==> config.mk <==
export PLATFORM = sky130hd
export DESIGN_NAME = i2c_txn_arbiter
export DESIGN_NICKNAME = d
export VERILOG_FILES = /design/src/rtl/i2c_txn_arbiter.sv
export SDC_FILE = /design/constraint.sdc
export NUM_CORES = 1
export LEC_CHECK = 0
export ABC_AREA = 1
export ABC_CLOCK_PERIOD_IN_PS = 2100
export CAP_MARGIN = 30
export CORE_UTILIZATION = 48
export DETAILED_ROUTE_END_ITERATION = 8
export PLACE_DENSITY = 0.86
export SYNTH_ARGS = -nofsm -noshare
export SYNTH_HDL_FRONTEND = slang
export SYNTH_SLANG_ARGS = --single-unit
==> constraint.sdc <==
create_clock -name clk -period 2.1 [get_ports clk]
set_clock_uncertainty 0.05 [all_clocks]
set_input_delay 0.42 -clock clk [delete_from_list [all_inputs] [get_ports clk]]
set_output_delay 0.42 -clock clk [all_outputs]
set_load 0.02 [all_outputs]
==> src/rtl/i2c_txn_arbiter.sv <==
// i2c_txn_arbiter: round-robin sharing of one i2c master among NREQ requesters
module i2c_txn_arbiter #(
  parameter int NREQ = 2,
  parameter int TIMEOUT_CYC = 200000,
  parameter int TW = 18
) (
  input  logic              clk,
  input  logic              rst,
  input  logic [NREQ-1:0]   req,
  input  logic [7*NREQ-1:0] req_addr,
  input  logic [NREQ-1:0]   req_rw,
  input  logic [4*NREQ-1:0] req_len,
  input  logic [8*NREQ-1:0] tx_data,
  output logic [NREQ-1:0]   gnt,
  output logic [NREQ-1:0]   tx_pop,
  output logic [7:0]        rx_data,
  output logic [NREQ-1:0]   rx_vld,
  output logic [NREQ-1:0]   done,
  output logic [NREQ-1:0]   err,
  output logic              busy,
  output logic              m_start,
  output logic [6:0]        m_addr,
  output logic              m_rw,
  output logic [3:0]        m_cnt,
  output logic [7:0]        m_wdata,
  input  logic [7:0]        m_rdata,
  input  logic              m_txff_rd,
  input  logic              m_rxff_wr,
  input  logic              m_done
);
  localparam int IW = NREQ > 1 ? $clog2(NREQ) : 1;
  typedef enum logic [1:0] {IDLE, START, RUN, CPL} state_t;
  state_t st, nxt;
  logic [IW-1:0] ptr, g, win;
  logic [IW:0] idx;
  logic found, h_tx, h_rx, h_done, ev_tx, ev_rx, ev_done, any_ev, in_run, to_hit, to_r;
  logic [TW-1:0] tcnt;
  assign ev_tx = m_txff_rd & ~h_tx;
  assign ev_rx = m_rxff_wr & ~h_rx;
  assign ev_done = m_done & ~h_done;
  assign any_ev = ev_tx | ev_rx | ev_done;
  assign in_run = st == RUN;
  assign to_hit = in_run && !any_ev && tcnt == TW'(TIMEOUT_CYC - 1);
  assign busy = st != IDLE;
  assign m_start = st == START;
  assign done = st == CPL ? gnt : '0;
  assign err = st == CPL && to_r ? gnt : '0;
  assign m_wdata = |gnt ? tx_data[8*g +: 8] : '0;
  // first requester at or after the pointer, wrapping
  always_comb begin
    win = ptr;
    found = 1'b0;
    idx = '0;
    for (int i = 0; i < NREQ; i++) begin
      idx = {1'b0, ptr} + (IW+1)'(i);
      idx = idx >= (IW+1)'(NREQ) ? idx - (IW+1)'(NREQ) : idx;
      if (!found && req[idx[IW-1:0]]) begin
        win = idx[IW-1:0];
        found = 1'b1;
      end
    end
  end
  always_comb begin
    nxt = st == IDLE ? (|req ? START : IDLE) :
          st == START ? RUN :
          st == RUN ? (ev_done || to_hit ? CPL : RUN) : IDLE;
  end
  always_ff @(posedge clk or negedge rst) begin
    if (!rst) begin
      st <= IDLE;
      ptr <= '0;
      g <= '0;
      gnt <= '0;
      tx_pop <= '0;
      rx_vld <= '0;
      rx_data <= '0;
      m_addr <= '0;
      m_rw <= 1'b0;
      m_cnt <= '0;
      h_tx <= 1'b0;
      h_rx <= 1'b0;
      h_done <= 1'b0;
      tcnt <= '0;
      to_r <= 1'b0;
    end else begin
      st <= nxt;
      h_tx <= m_txff_rd;
      h_rx <= m_rxff_wr;
      h_done <= m_done;
      tx_pop <= in_run && ev_tx ? gnt : '0;
      rx_vld <= in_run && ev_rx ? gnt : '0;
      if (in_run && ev_rx) rx_data <= m_rdata;
      tcnt <= in_run && !any_ev ? tcnt + 1'b1 : '0;
      if (in_run) to_r <= to_hit;
      if (st == IDLE && |req) begin
        gnt <= NREQ'(1) << win;
        g <= win;
        m_addr <= req_addr[7*win +: 7];
        m_rw <= req_rw[win];
        m_cnt <= req_len[4*win +: 4];
        to_r <= 1'b0;
      end
      if (st == CPL) begin
        gnt <= '0;
        ptr <= g == IW'(NREQ - 1) ? '0 : g + 1'b1;
      end
    end
  end
endmodule

==> impl_metrics.ini, run 1 <==
[outcome]
outcome = finished, violations left
violations = DRC

[setup_path]
crit_path_end_kind = output port
start_kind = register
worstPathArrival_ns = 1.45
cp_max_fo = 4
worstPathRequired_ns = 1.63
crit_type = reg2out

[floorplan]
start_util_pct = 50.0
placementRows = 26
die-width_um = 74.9
die_h_um = 74.9
core_region_area_mm2 = 0.00511
io_pins = 95
die-area_mm2 = 0.00561

[logic_synthesis]
synthTopCellsByArea = dfrtp_1 51%, nand2_1 10%, a21oi_1 8.0%
ys_async_sr_fraction_pct = 100
yosysWarnings = 0
ys_seq_elements = 52
netlist_top_cells_count = 68 x nand2_1, 52 x dfrtp_1, 51 x nor2_1
ys.flop_type = dfrtp_1
synth_edf_count = 0
syn_inst = 308
synth_nets = 368
yosysTopAreaCellShare_pct = 51.0
yosys.cell_count.top_type = nand2_1
postSynthAreaPerCell_um2 = 8.29
synth_area_mm2 = 0.00255
yosysSeqAreaShare_pct = 51.0
synth_top_area_cell = dfrtp_1
ys_types = 26

[place]
dp_hpwl_um = 4770
dp_cells = 472
gp_congestion = 0.929
numPortBuffers = 94
dp_slack_ns = -0.0563

[power_and_ir_drop]
p_clk_share_pct = 14.8
power_switching_mw = 1.61
power.density_mw_per_mm2 = 1100
ir_drop_mv = 0.744
internal_power_mw = 2.43
power.share.switching_pct = 39.9
p_seq_share_pct = 35.3
comb_power_share_pct = 49.9
p_leak_nw = 1.65

[clock_tree]
clkTransAtPathRegs_ns = 0.09
clock_latency_ns = 0.31
post_cts_buffers = 0
root_buffer = clkbuf_8
cts.sinks = 52
clock_path_buffers = 2
tritoncts = yes
htreeDepth = 2
cts_made_buffers = 5

[hold_path]
hold_class = reg2reg

[route]
wl_per_cell_um = 13.1
vias = 2403
drcViolationCount = 2
drt_iter0_drc = 140
first_pass_iters = 9
ant_nets = 0
wirelength_um = 6310
routed_via_density = 5.00

[timing]
setup_ws_ns = 0.178
worstMarginPinSlew_ns = 0.306
relSlewSlack_pct = 79.6
maxSlewViolCount = 0
fmax_ghz = 0.520
setup_tns_ns = 0
hold_viol = 0
finalCriticalPeriod_ns = 1.92
whs_ns = 0.419
fin_crit_sh_pct = 91.5
finalSetupViolations = 0
rsz0062_at_grt = no

[finish]
synthToLayoutAreaGrowth_pct = 44.3
finalCoreUtilization_pct = 72.1
drive_above_1_share_pct = 9.00
fin_nets = 470
diodes = 0
fin_cells = 481

[global_routing]
grt_pass1_vias = 2284
antenna_found_initial = 0
grt_max_degree = 43
grt_pass1_wl_um = 9770
track_usage_pct = 23.3
grt-ovfl-total = 0

[job]
max_cap_viol_count = 0
## routing by layer
layer / part of all wire [%] / track usage, % / vias up
met5: 0 / 0 / -
met4: 1.8 / 9.85 / 0
met3: 6.3 / 6.16 / 9
met2: 50 / 39.7 / 82
met1: 42 / 28.0 / 1123
li1: - / - / 1189
## worst paths after layout
kind                          from  cells past startpoint  slack, ns    endpoint
setup / recovery             st[0]                      4       0.18      err[0]
hold / removal             tcnt[0]                      1       0.42     tcnt[0]
setup reg to reg             st[0]                      8       0.43     tcnt[4]
hold reg to reg            tcnt[0]                      1       0.42     tcnt[0]
max in group asynchronous      rst                      3       1.03   tx_pop[1]
min in group asynchronous      rst                      2       0.47  rx_data[6]
## flip-flops by register name (all words and copies together) (netlist names)
name and count:
tx_pop 2, h_rx 1, m_rw 1, h_tx 1
gnt 2, m_addr 7, to_r 1, st 2
m_cnt 4, ptr 1, rx_data 8, g 1
h_done 1, rx_vld 2, tcnt 18
## cell type report
cell class,count,area [um2]
multi-input combinational,216,1080
timing repair buffer,101,990
tap,70,87.6
fill,395,1420
clock buffer,7,86.3
clock inverter,1,7.51
inverter,34,128
sequential,52,1300
## power groups by stage
stage               registers [mW]  clock network (mW)  logic [mW]
detailed placement            1.44                   0        2.10
CTS                           1.43               0.614        2.04
floorplan                     1.69                   0       0.860
global route                  1.47               0.656        2.20
global placement              1.42                   0        2.05
finish                        1.43               0.598        2.02
## cells by family (layout without fill, tap and decap cells)
logic type / count (synthesis) / in the layout / synth area share, %
AND/OR/NAND/NOR: 149 / 149 / 24.6
flip-flops: 52 / 52 / 51.0
XOR/XNOR: 2 / 2 / 0.686
adder cells (fa/ha/maj): 5 / 5 / 2.45
buffers and inverters: 40 / 143 / 6.67
multiplexers: 8 / 8 / 3.53
AO/OA/AOI/OAI: 52 / 52 / 11.1
## critical path, cell delays in order (launching register included)
cell,delay [ns]
dfrtp_1,0.39
ha_1,0.23
nand2_1,0.09
nor2_1,0.11
dlygate4sd2_1,0.35
## cell usage in the layout (no fill, tap or decap), types with 2 or more instances in the layout
master	count
clkdlybuf4s50_1	79
nand4_1	5
buf_4	5
nor2_1	50
inv_1	30
ha_1	5
inv_2	3
o21ai_0	6
mux2_2	8
nand3_2	2
dlygate4sd2_1	13
nor2_2	4
nand2_2	3
nand2_1	68
dfrtp_1	52
nor3_1	7
nand3_1	8
o21bai_1	2
a21oi_1	41
clkbuf_8	6
## through the flow
stage                     power (mW)  area, um2
after floorplan                 2.55       2550
after global placement          3.48       3590
after detailed placement        3.54       3590
after CTS                       4.08       3680
after global routing            4.32       3680
final                           4.04       3680
## what timing repair did
| action | in CTS | in global routing |
|---|---|---|
| endpoints found under the setup margin | 13 | 1 |
| hold buffers | 1 | 0 |
| endpoints found under the hold margin | 10 | 0 |
| gates resized for setup | 14 | 1 |
Note: power is estimated with default switching activity, not from simulation.
==> run 2: changes to the inputs <==
Settings changed: SKIP_CTS_REPAIR_TIMING from default to 1.
==> impl_metrics.ini, run 2 (same netlist as run 1, synthesis figures left out) <==
[setup_path]
slowest_stage = clkdlybuf4s50_1
critPathMaxStageDelay_ns = 0.65
ff2ff_setup_slack_ns = 0.43
cp_cell_sequence = clkdlybuf4s50_1
start_kind = register
crit_buf_inv = 1
r2r-end = tcnt[4]
crit_family = buffers and inverters
worstPathArrival_ns = 1.41
crit_path_end_kind = output port
r2r_cells = 8
cp_max_fo = 5
r2r-start = st[0]
crit_type = reg2out
worstPathRequired_ns = 1.63

[clock_tree]
clkTransAtPathRegs_ns = 0.09
clock_latency_ns = 0.31
root_buffer = clkbuf_8
tritoncts = yes
htreeDepth = 2
cts_made_buffers = 5
cts.sinks = 52
clock_path_buffers = 2

[route]
vias = 2403
ant_nets = 0
routed_via_density = 5.00
drcViolationCount = 5
drt_iter0_drc = 158
first_pass_iters = 7
wl_per_cell_um = 13.4
wirelength_um = 6440

[timing]
finalSetupViolations = 0
fmax_ghz = 0.531
finalCriticalPeriod_ns = 1.88
whs_ns = 0.419
fin_crit_sh_pct = 89.6
worstMarginPinSlew_ns = 0.334
hold_viol = 0
rsz0062_at_grt = no
maxSlewViolCount = 0
relSlewSlack_pct = 77.7

[power_and_ir_drop]
ir_drop_mv = 0.747
power.density_mw_per_mm2 = 1100
p_leak_nw = 1.80

[global_routing]
grt_max_degree = 43
grt-ovfl-total = 0
grt_pass1_vias = 2284
grt_pass1_wl_um = 9770
track_usage_pct = 23.3
antenna_found_initial = 0

[place]
gp_congestion = 0.929
dp_hpwl_um = 4770
numPortBuffers = 94
dp_cells = 472

[floorplan]
die-area_mm2 = 0.00561
start_util_pct = 50.0
die_h_um = 74.9
core_region_area_mm2 = 0.00511
placementRows = 26
die-width_um = 74.9
io_pins = 95

[finish]
largestRegisters = tcnt: 18 flops, rx_data: 8 flops, m_addr: 7 flops
final_common_cell = clkdlybuf4s50_1
regMostFlops = tcnt
drive_above_1_share_pct = 9.00
synthToLayoutAreaGrowth_pct = 46.2
final_cell_mix = 79 x clkdlybuf4s50_1, 68 x nand2_1, 52 x dfrtp_1, 50 x nor2_1, 41 x a21oi_1
fin_nets = 470
largest_register_ffs = 18
fin_cells = 481
diodes = 0
nFillCells = 384

[job]
max_cap_viol_count = 0

[outcome]
violations = DRC
outcome = finished, violations left

[hold_path]
hold_class = reg2reg
hold_start = tcnt[0]
hold_depth = 1
hold-path-endpoint = tcnt[0]
-- run 2: cell types whose count changed in the layout (fill, tap and decap cells not counted), sizes merged --
cell	previous run	this run
dlygate4sd2	13	0
dlymetal6s2s	1	14
-- run 2: worst max path at each step --
stage	startpoint	endpoint	slack, ns	cells after the start
finish	gnt[1]	gnt[1]	0.22	1
global route	st[1]	err[0]	0.17	4
CTS	gnt[1]	m_wdata[0]	-0.16	3
detailed placement	tx_data[2]	m_wdata[2]	-0.06	4
global placement	tx_data[11]	m_wdata[3]	-0.04	4
floorplan	g	m_wdata[0]	0.61	4
-- run 2: area by class of cell --
cell class / instances / area [um2] / area share [%]
Inverter: 34 / 128 / 3.42
Sequential cell: 52 / 1300 / 34.9
Timing Repair Buffer: 101 / 1040 / 27.8
Clock inverter: 1 / 7.51 / 0.201
Clock buffer: 7 / 86.3 / 2.31
Multi-Input combinational cell: 216 / 1080 / 29.0
Tap cell: 70 / 87.6 / 2.35
-- run 2: through the flow --
stage	TNS, ns	total power [mW]	area [um2]	util (%)	setup WS, ns
CTS	-1.60	4.15	3680	72.1	-0.162
floorplan	0	2.55	2550	-	0.612
finish	0	4.11	3730	73.1	0.218
global placement	-0.255	3.48	3590	70.3	-0.0413
detailed placement	-0.397	3.54	3590	70.3	-0.0563
global route	0	4.38	3730	73.1	0.166
-- run 2: routing by layer --
| metal | vias to the layer above | global-route usage (%) | wire (um) |
|---|---|---|---|
| li1 | 1189 | - | - |
| met1 | 1132 | 28.0 | 2700 |
| met2 | 72 | 39.7 | 3260 |
| met3 | 10 | 6.16 | 363 |
| met4 | 0 | 9.85 | 120 |
| met5 | - | 0 | 0 |
-- run 2: power breakdown --
part | switching [mW] | internal (mW) | total [mW]
logic | 1.14 | 0.938 | 2.07
registers | 0.158 | 1.27 | 1.43
clock network | 0.334 | 0.269 | 0.603
